File: config.mk
export PLATFORM = sky130hd
export DESIGN_NAME = nand_phy_rb_io
export DESIGN_NICKNAME = d
export VERILOG_FILES = /design/src/rtl/nand_phy_pkg.sv /design/src/rtl/nand_rb_chan.sv /design/src/rtl/nand_phy_rb_io.sv
export SDC_FILE = /design/constraint.sdc
export NUM_CORES = 1
export LEC_CHECK = 0
export ABC_AREA = 1
export ABC_CLOCK_PERIOD_IN_PS = 3700
export BUFFER_PORTS_ARGS = -buffer_cell sky130_fd_sc_hd__buf_2
export CORE_UTILIZATION = 50
export CTS_CLUSTER_DIAMETER = 100
export DETAILED_ROUTE_END_ITERATION = 16
export GPL_TIMING_DRIVEN = 0
export PLACE_DENSITY = 0.63
export SYNTH_ARGS = -nofsm -noshare
export SYNTH_HDL_FRONTEND = slang
export SYNTH_SLANG_ARGS = --single-unit
File: constraint.sdc
create_clock -name clk0 -period 3.7 [get_ports clk0]
set_clock_uncertainty 0.2 [all_clocks]
set_input_delay 1.11 -clock clk0 [delete_from_list [all_inputs] [get_ports clk0]]
set_output_delay 1.11 -clock clk0 [all_outputs]
set_load 0.01 [all_outputs]
File: src/rtl/nand_phy_pkg.sv
// Shared types and counter widths for the NAND ready/busy input stage.
package nand_phy_pkg;

  localparam int WB_W   = 8;
  localparam int TO_W   = 24;
  localparam int FILT_W = 4;

  typedef enum logic [1:0] {
    TRK_IDLE,
    TRK_WAIT_BUSY,
    TRK_BUSY
  } trk_state_t;

endpackage

File: src/rtl/nand_rb_chan.sv
// One chip's ready/busy channel: sync stage 2, glitch filter and the
// arm -> busy -> ready operation tracker.
module nand_rb_chan #(
  parameter int FILTER_CYCLES  = 4,
  parameter int WB_CYCLES      = 20,
  parameter int TIMEOUT_CYCLES = 10000000
) (
  input  logic clk0,
  input  logic rst0n,
  input  logic rb_s1,
  input  logic arm,
  output logic rb_level,
  output logic busy,
  output logic done,
  output logic timeout
);
  import nand_phy_pkg::*;

  localparam logic [FILT_W-1:0] FILT_LAST = FILT_W'(FILTER_CYCLES - 1);
  localparam logic [WB_W-1:0]   WB_LOAD   = WB_W'(WB_CYCLES);
  localparam logic [TO_W-1:0]   TO_LOAD   = TO_W'(TIMEOUT_CYCLES);

  logic              s2_reg;
  logic              filt_reg, filt_next;
  logic [FILT_W-1:0] filt_cnt_reg, filt_cnt_next;
  trk_state_t        state_reg, state_next;
  logic [WB_W-1:0]   wb_cnt_reg, wb_cnt_next;
  logic [TO_W-1:0]   to_cnt_reg, to_cnt_next;
  logic              done_reg, done_next;
  logic              timeout_reg, timeout_next;

  always_ff @(posedge clk0 or negedge rst0n) begin
    if (!rst0n) begin
      s2_reg       <= 1'b1;
      filt_reg     <= 1'b1;
      filt_cnt_reg <= '0;
      state_reg    <= TRK_IDLE;
      wb_cnt_reg   <= '0;
      to_cnt_reg   <= '0;
      done_reg     <= 1'b0;
      timeout_reg  <= 1'b0;
    end else begin
      s2_reg       <= rb_s1;
      filt_reg     <= filt_next;
      filt_cnt_reg <= filt_cnt_next;
      state_reg    <= state_next;
      wb_cnt_reg   <= wb_cnt_next;
      to_cnt_reg   <= to_cnt_next;
      done_reg     <= done_next;
      timeout_reg  <= timeout_next;
    end
  end

  // The level only flips after FILTER_CYCLES consecutive disagreeing samples.
  always_comb begin
    filt_next     = filt_reg;
    filt_cnt_next = '0;
    if (s2_reg != filt_reg) begin
      if (filt_cnt_reg == FILT_LAST) begin
        filt_next = s2_reg;
      end else begin
        filt_cnt_next = filt_cnt_reg + 1'b1;
      end
    end
  end

  always_comb begin
    state_next   = state_reg;
    wb_cnt_next  = wb_cnt_reg;
    to_cnt_next  = to_cnt_reg;
    done_next    = 1'b0;
    timeout_next = timeout_reg;
    case (state_reg)
      TRK_IDLE: begin
        if (arm) begin
          state_next   = TRK_WAIT_BUSY;
          wb_cnt_next  = WB_LOAD;
          timeout_next = 1'b0;
        end
      end
      TRK_WAIT_BUSY: begin
        if (!filt_reg) begin
          state_next  = TRK_BUSY;
          to_cnt_next = TO_LOAD;
        end else if (wb_cnt_reg <= WB_W'(1)) begin
          // Busy never showed up: treat as a fast operation, no timeout.
          wb_cnt_next = '0;
          done_next   = 1'b1;
          state_next  = TRK_IDLE;
        end else begin
          wb_cnt_next = wb_cnt_reg - 1'b1;
        end
      end
      TRK_BUSY: begin
        if (filt_reg) begin
          done_next  = 1'b1;
          state_next = TRK_IDLE;
        end else if (to_cnt_reg <= TO_W'(1)) begin
          to_cnt_next  = '0;
          timeout_next = 1'b1;
          done_next    = 1'b1;
          state_next   = TRK_IDLE;
        end else begin
          to_cnt_next = to_cnt_reg - 1'b1;
        end
      end
      default: state_next = TRK_IDLE;
    endcase
  end

  assign rb_level = filt_reg;
  assign busy     = (state_reg != TRK_IDLE);
  assign done     = done_reg;
  assign timeout  = timeout_reg;

endmodule

File: src/rtl/nand_phy_rb_io.sv
// Ready/busy pin capture for one NAND bus: IOB input flops feeding one
// filter/tracker channel per chip.
module nand_phy_rb_io #(
  parameter int RBS_PER_IO     = 4,
  parameter int FILTER_CYCLES  = 4,
  parameter int WB_CYCLES      = 20,
  parameter int TIMEOUT_CYCLES = 10000000
) (
  input  logic                  clk0,
  input  logic                  rst0n,
  input  logic [RBS_PER_IO-1:0] rb,
  input  logic [RBS_PER_IO-1:0] ctrl_arm,
  output logic [RBS_PER_IO-1:0] ctrl_rb,
  output logic [RBS_PER_IO-1:0] ctrl_busy,
  output logic [RBS_PER_IO-1:0] ctrl_done,
  output logic [RBS_PER_IO-1:0] ctrl_timeout
);
  import nand_phy_pkg::*;

  // First sync stage lives in the pad so the asynchronous pin sees a fixed path.
  (* IOB = "FORCE" *) logic [RBS_PER_IO-1:0] rb_s1_reg;

  always_ff @(posedge clk0 or negedge rst0n) begin
    if (!rst0n) begin
      rb_s1_reg <= '1;
    end else begin
      rb_s1_reg <= rb;
    end
  end

  generate
    for (genvar gi = 0; gi < RBS_PER_IO; gi++) begin : g_chan
      nand_rb_chan #(
        .FILTER_CYCLES  (FILTER_CYCLES),
        .WB_CYCLES      (WB_CYCLES),
        .TIMEOUT_CYCLES (TIMEOUT_CYCLES)
      ) u_chan (
        .clk0     (clk0),
        .rst0n    (rst0n),
        .rb_s1    (rb_s1_reg[gi]),
        .arm      (ctrl_arm[gi]),
        .rb_level (ctrl_rb[gi]),
        .busy     (ctrl_busy[gi]),
        .done     (ctrl_done[gi]),
        .timeout  (ctrl_timeout[gi])
      );
    end
  endgenerate

endmodule

Word-level counts from Yosys, hierarchy flattened
Cells that the tools add are included.

Order comparisons: 8. Add/subtract/negate cells: 12. Eq/ne operators: 44. Reductions and logical operators: 40. Mux-type cells: 100.

Operator list (number): $mux W24 (12); $pmux W24 S2 (4); $le A24 B1 Y1 const B (4); $mux W8 (12); $sub A24 B1 Y24 const B (4); $pmux W8 S2 (4); $mux W2 (20); $reduce_and A3 Y1 (12); $le A8 B1 Y1 const B (4); $mux W4 (8); $reduce_bool A2 Y1 (16); $sub A8 B1 Y8 const B (4); $mux W1 (28); $ne A2 B2 Y1 const B (12); $pmux W2 S3 (4); $add A4 B1 Y4 const B (4); $eq A4 B2 Y1 const B (4); $ne A2 B1 Y1 const B (8); $pmux W1 S2 (8); $reduce_and A4 Y1 (4); $ne A3 B1 Y1 const B (4); $ne A3 B3 Y1 const B (4); $eq A2 B1 Y1 const B (4); $eq A2 B2 Y1 const B (4); other kinds (3) (12).

Output and inout port bits: 16. Bits in registers: 172. Bits of input ports: 10. Logic and storage cells: 237.

Longest topological paths before layout
Depth in word-level cells: 4. Mapped depth: 11. Depth with buffers taken out: 11.

Hierarchy
From an unflattened synthesis, not the netlist that was laid out.

Cells, all modules: 1359. Area, all modules: 10244.8 µm².

Modules (own cells, without submodules): nand_rb_chan (g_chan[0].u_chan ...) (area each 2528.7 µm², sequential area each 1053.5 µm², instances 3, cells each 336); nand_rb_chan (g_chan[3].u_chan) (area each 2553.7 µm², sequential area each 1053.5 µm², instances 1, cells each 347); nand_phy_rb_io (area each 105.1 µm², sequential area each 105.1 µm², instances 1, cells each 4).

Least setup slack after synthesis
No wires, ideal clock.

Kind: reg-to-output. Start point: register g_chan[1].u_chan.state_reg[0]. End point: output ctrl_busy[1]. Stages on the path, launching flop included: 5. Path slack: 1568 ps. Path buffers: 1. Arrival time: 822 ps. Cells stage by stage: dfrtp_1 inv_1 ha_1 inv_1 buf_4.

Longest elaborated chain between the ends: 1.

RTL lines: start: declaration (line nand_rb_chan.sv:26) `trk_state_t state_reg, state_next;`; start signal: assignment (line nand_rb_chan.sv:46) `state_reg <= state_next;`; $reduce_bool A2 Y1 (line nand_rb_chan.sv:112) `assign busy = (state_reg != TRK_IDLE);`; end: declaration (line nand_phy_rb_io.sv:14) `output logic [RBS_PER_IO-1:0] ctrl_busy,`.

No other way between the ends.

Worst setup path in the final report
Start point: register g_chan[0].u_chan.state_reg[0]. End point: output ctrl_busy[0].

Longest elaborated chain between the ends: 1.

RTL lines (line): start: declaration (nand_rb_chan.sv:26); start signal: assignment (nand_rb_chan.sv:46); $reduce_bool A2 Y1 (nand_rb_chan.sv:112).

No other way between the ends.

==> impl_metrics.ini <==
[clock_network]
tritoncts = yes
numClockSinks = 172
clk_path_buf_depth = 2
ctsResizeCount = 0
cts_setup_buffers = 0
worst_skew_pair.late_latency_ns = 0.43
tritoncts.num_buffers = 17
maximum_level_of_the_cts_h_tree = 4
ctsRootBufferMaster = clkbuf_16
cts_hold_buffers = 0
clkSlewWorstSetupHoldPaths_ns = 0.07

[critical_path]
worstSetupEndpointType = primary output
startpoint_type_of_the_worst_setup_path = flop
critPathRequiredTime_ns = 2.39
worst-setup-path-type = reg2out
critPathLaunch = g_chan[0].u_chan.state_reg[0]$_DFFE_PN0P_
arrival_ns = 1.49
r2r_start = g_chan[2].u_chan.to_cnt_reg[0]$_DFFE_PN0P_
path_max_fanout = 3

[synth]
ys_async_sr_fraction_pct = 100
ys_seq_area_share_pct = 41.9
synthTopCellsByCount = nand2_1 (324), nor2_1 (241), inv_1 (171), dfrtp_1 (160), nand3_1 (114)
synth_warnings = 0
synthesis.instances = 1394
synth_cell_type_count = 42
syn_area_per_cell_um2 = 7.40
cell_with_the_most_instances_after_synthesis = nand2_1
post_synth_main_area_contributors = dfrtp_1 (39%), nand2_1 (12%), nor2_1 (8.8%)
synth.net_count = 1436
mappedNetlistArea_um2 = 10300
number_of_flops_mapped_to_enable_cells_by_yosys = 0
netlist.top_cell.by_area = dfrtp_1
yosys_register_bits = 172
synth_largest_type_area_fraction_pct = 38.8
synth_ff_type = dfrtp_1

[floorplan]
core_area_um2 = 20200
pin_count = 26
fp.dieArea_um2 = 21200
die_y_um = 146
floorplan_die_width_um = 146
initial_utilization_pct = 51.0
core.rowCount = 52

[grt]
globalRouteTotalUtil_pct = 21.8
globalRouteMet1Util_pct = 30.6
antenna_found_initial = 0
busiest_layer = met2
global_route.overflow_total = 0
via_count_of_the_first_global_routing_pass = 8295
first_pass_grt_wire_length_um = 38200
grt_max_degree = 96
gr-usage-met2_pct = 35.3
grt.met3_usage_pct = 3.51

[sta]
worst_case_headroom_to_the_max_slew_limit_pct = 51.6
fin_crit_ns = 2.80
layout_worst_path_cycle_share_pct = 75.6
timing_hold_violations_final = 0
worst-slew-pin-transition_ns = 0.726
final-max-slew-violation-count = 0
unrepaired_setup_endpoints_after_global_routing = false
fmaxAchievable_mhz = 358
setup_violations = 0

[placement]
dpl.cell_count = 1690
portBuffers = 25
finalWeightedCongestion = 0.837
dp.final_hpwl_um = 15300

[worst_hold_path]
min-delay-path-class = reg2reg
min-delay-start = rb_s1_reg[1]$_DFF_PN1_

[drt]
route.detailed.vias_per_inst = 5.05
dr_total_vias = 8701
drt.antenna.violating_nets = 0
routed_wire_length_per_instance_um = 12.5
detailedRoute.firstIterationViolations = 526
first_pass_drt_iterations = 5
route.detailed.drc = 0
wirelength_um = 21500

[pwr]
power_dens_cells_nw_per_um2 = 696
power.total_w = 0.00794
vdd_ir_drop_max_mv = 0.458
total_leakage_power_nw = 5.59

[finish]
largest_reg_flops = 96
diodes = 0
final_core_utilization_pct = 56.4
final_cells = 1722
final_layout_size_suffix_gt1_share_pct = 10.3
synthToLayoutAreaGrowth_pct = 10.5
nets = 1481

[outcome]
run_status = complete, no violations

[run]
maxCapViolCount = 0
## path summary, 6_finish.rpt
| check | endpoint | slack (ns) | cells after the start |
|---|---|---|---|
| max | ctrl_busy[0] | 0.90 | 5 |
| min | g_chan[1].u_chan.s2_reg$_DFF_PN1_ | 0.15 | 0 |
| max reg2reg | g_chan[2].u_chan.to_cnt_reg[17]$_DFFE_PN0P_ | 1.55 | 11 |
| min reg2reg | g_chan[1].u_chan.s2_reg$_DFF_PN1_ | 0.15 | 0 |
| max in group asynchronous | g_chan[3].u_chan.rb_level$_DFFE_PN1P_ | 1.92 | 2 |
| min in group asynchronous | g_chan[2].u_chan.to_cnt_reg[19]$_DFFE_PN0P_ | 0.51 | 1 |
## metal layers
| layer | routed length, um | share of wire, % | vias to the layer above |
|---|---|---|---|
| met5 | 0 | 0 | - |
| met4 | 230 | 1.1 | 0 |
| met3 | 486 | 2.3 | 17 |
| met2 | 9840 | 46 | 98 |
| met1 | 10900 | 51 | 4073 |
| li1 | - | - | 4513 |
## layout by cell type (no fill, tap or decap), types with 20 or more instances in the layout
master,count
nand2_1,324
nor2_1,241
inv_1,171
dfrtp_1,160
nand3_1,114
a21oi_1,59
xor2_1,44
o21ai_0,41
nand4_1,37
ha_1,32
buf_2,31
nor2_2,25
xnor2_1,20
## cell type report
| class | instances | area [um2] |
|---|---|---|
| plain buffers | 31 | 213 |
| clock buffers | 17 | 425 |
| clock inverters | 15 | 158 |
| fillers | 1939 | 8830 |
| inverters | 177 | 667 |
| multi-input cells | 1014 | 5120 |
| flip-flops and latches | 172 | 4320 |
| well taps | 270 | 338 |
| repair buffers | 26 | 163 |
## critical path, stage by stage, from the launching register on
cell     delay [ns]
dfrtp_1        0.40
inv_1          0.10
ha_1           0.21
inv_1          0.09
buf_4          0.13
buf_2          0.13
## cells by family (layout without fill, tap and decap cells)
| family | after synthesis | after routing | synth area share [%] |
|---|---|---|---|
| AOI/OAI and AO/OA | 133 | 133 | 7.15 |
| xor gates and xnor gates | 64 | 64 | 5.43 |
| adders and majority gates | 32 | 32 | 3.88 |
| buffers and inverters | 208 | 266 | 8.52 |
| DFF | 172 | 172 | 41.9 |
| and+or+nand+nor | 785 | 785 | 33.2 |
## where the power goes
part	internal (W)	switching, W	total, W
Combinational	0.00118	0.00222	0.00340
Clock	0.000955	0.000835	0.00179
Sequential	0.00234	0.000410	0.00275
Total	0.00448	0.00346	0.00794
## through the flow
step | instance area [um2] | TNS (ns) | worst slack [ns] | hold slack, ns
2_1_floorplan | 10300 | 0 | 1.57 | 0.145
3_3_place_gp | 10800 | -248.00 | -1.54 | 0.146
3_5_place_dp | 10800 | 0 | 1.31 | 0.147
4_1_cts | 11400 | 0 | 0.896 | 0.157
5_1_grt | 11400 | 0 | 0.803 | 0.161
6_report | 11400 | 0 | 0.904 | 0.155
(Power assumes the default switching activity.)
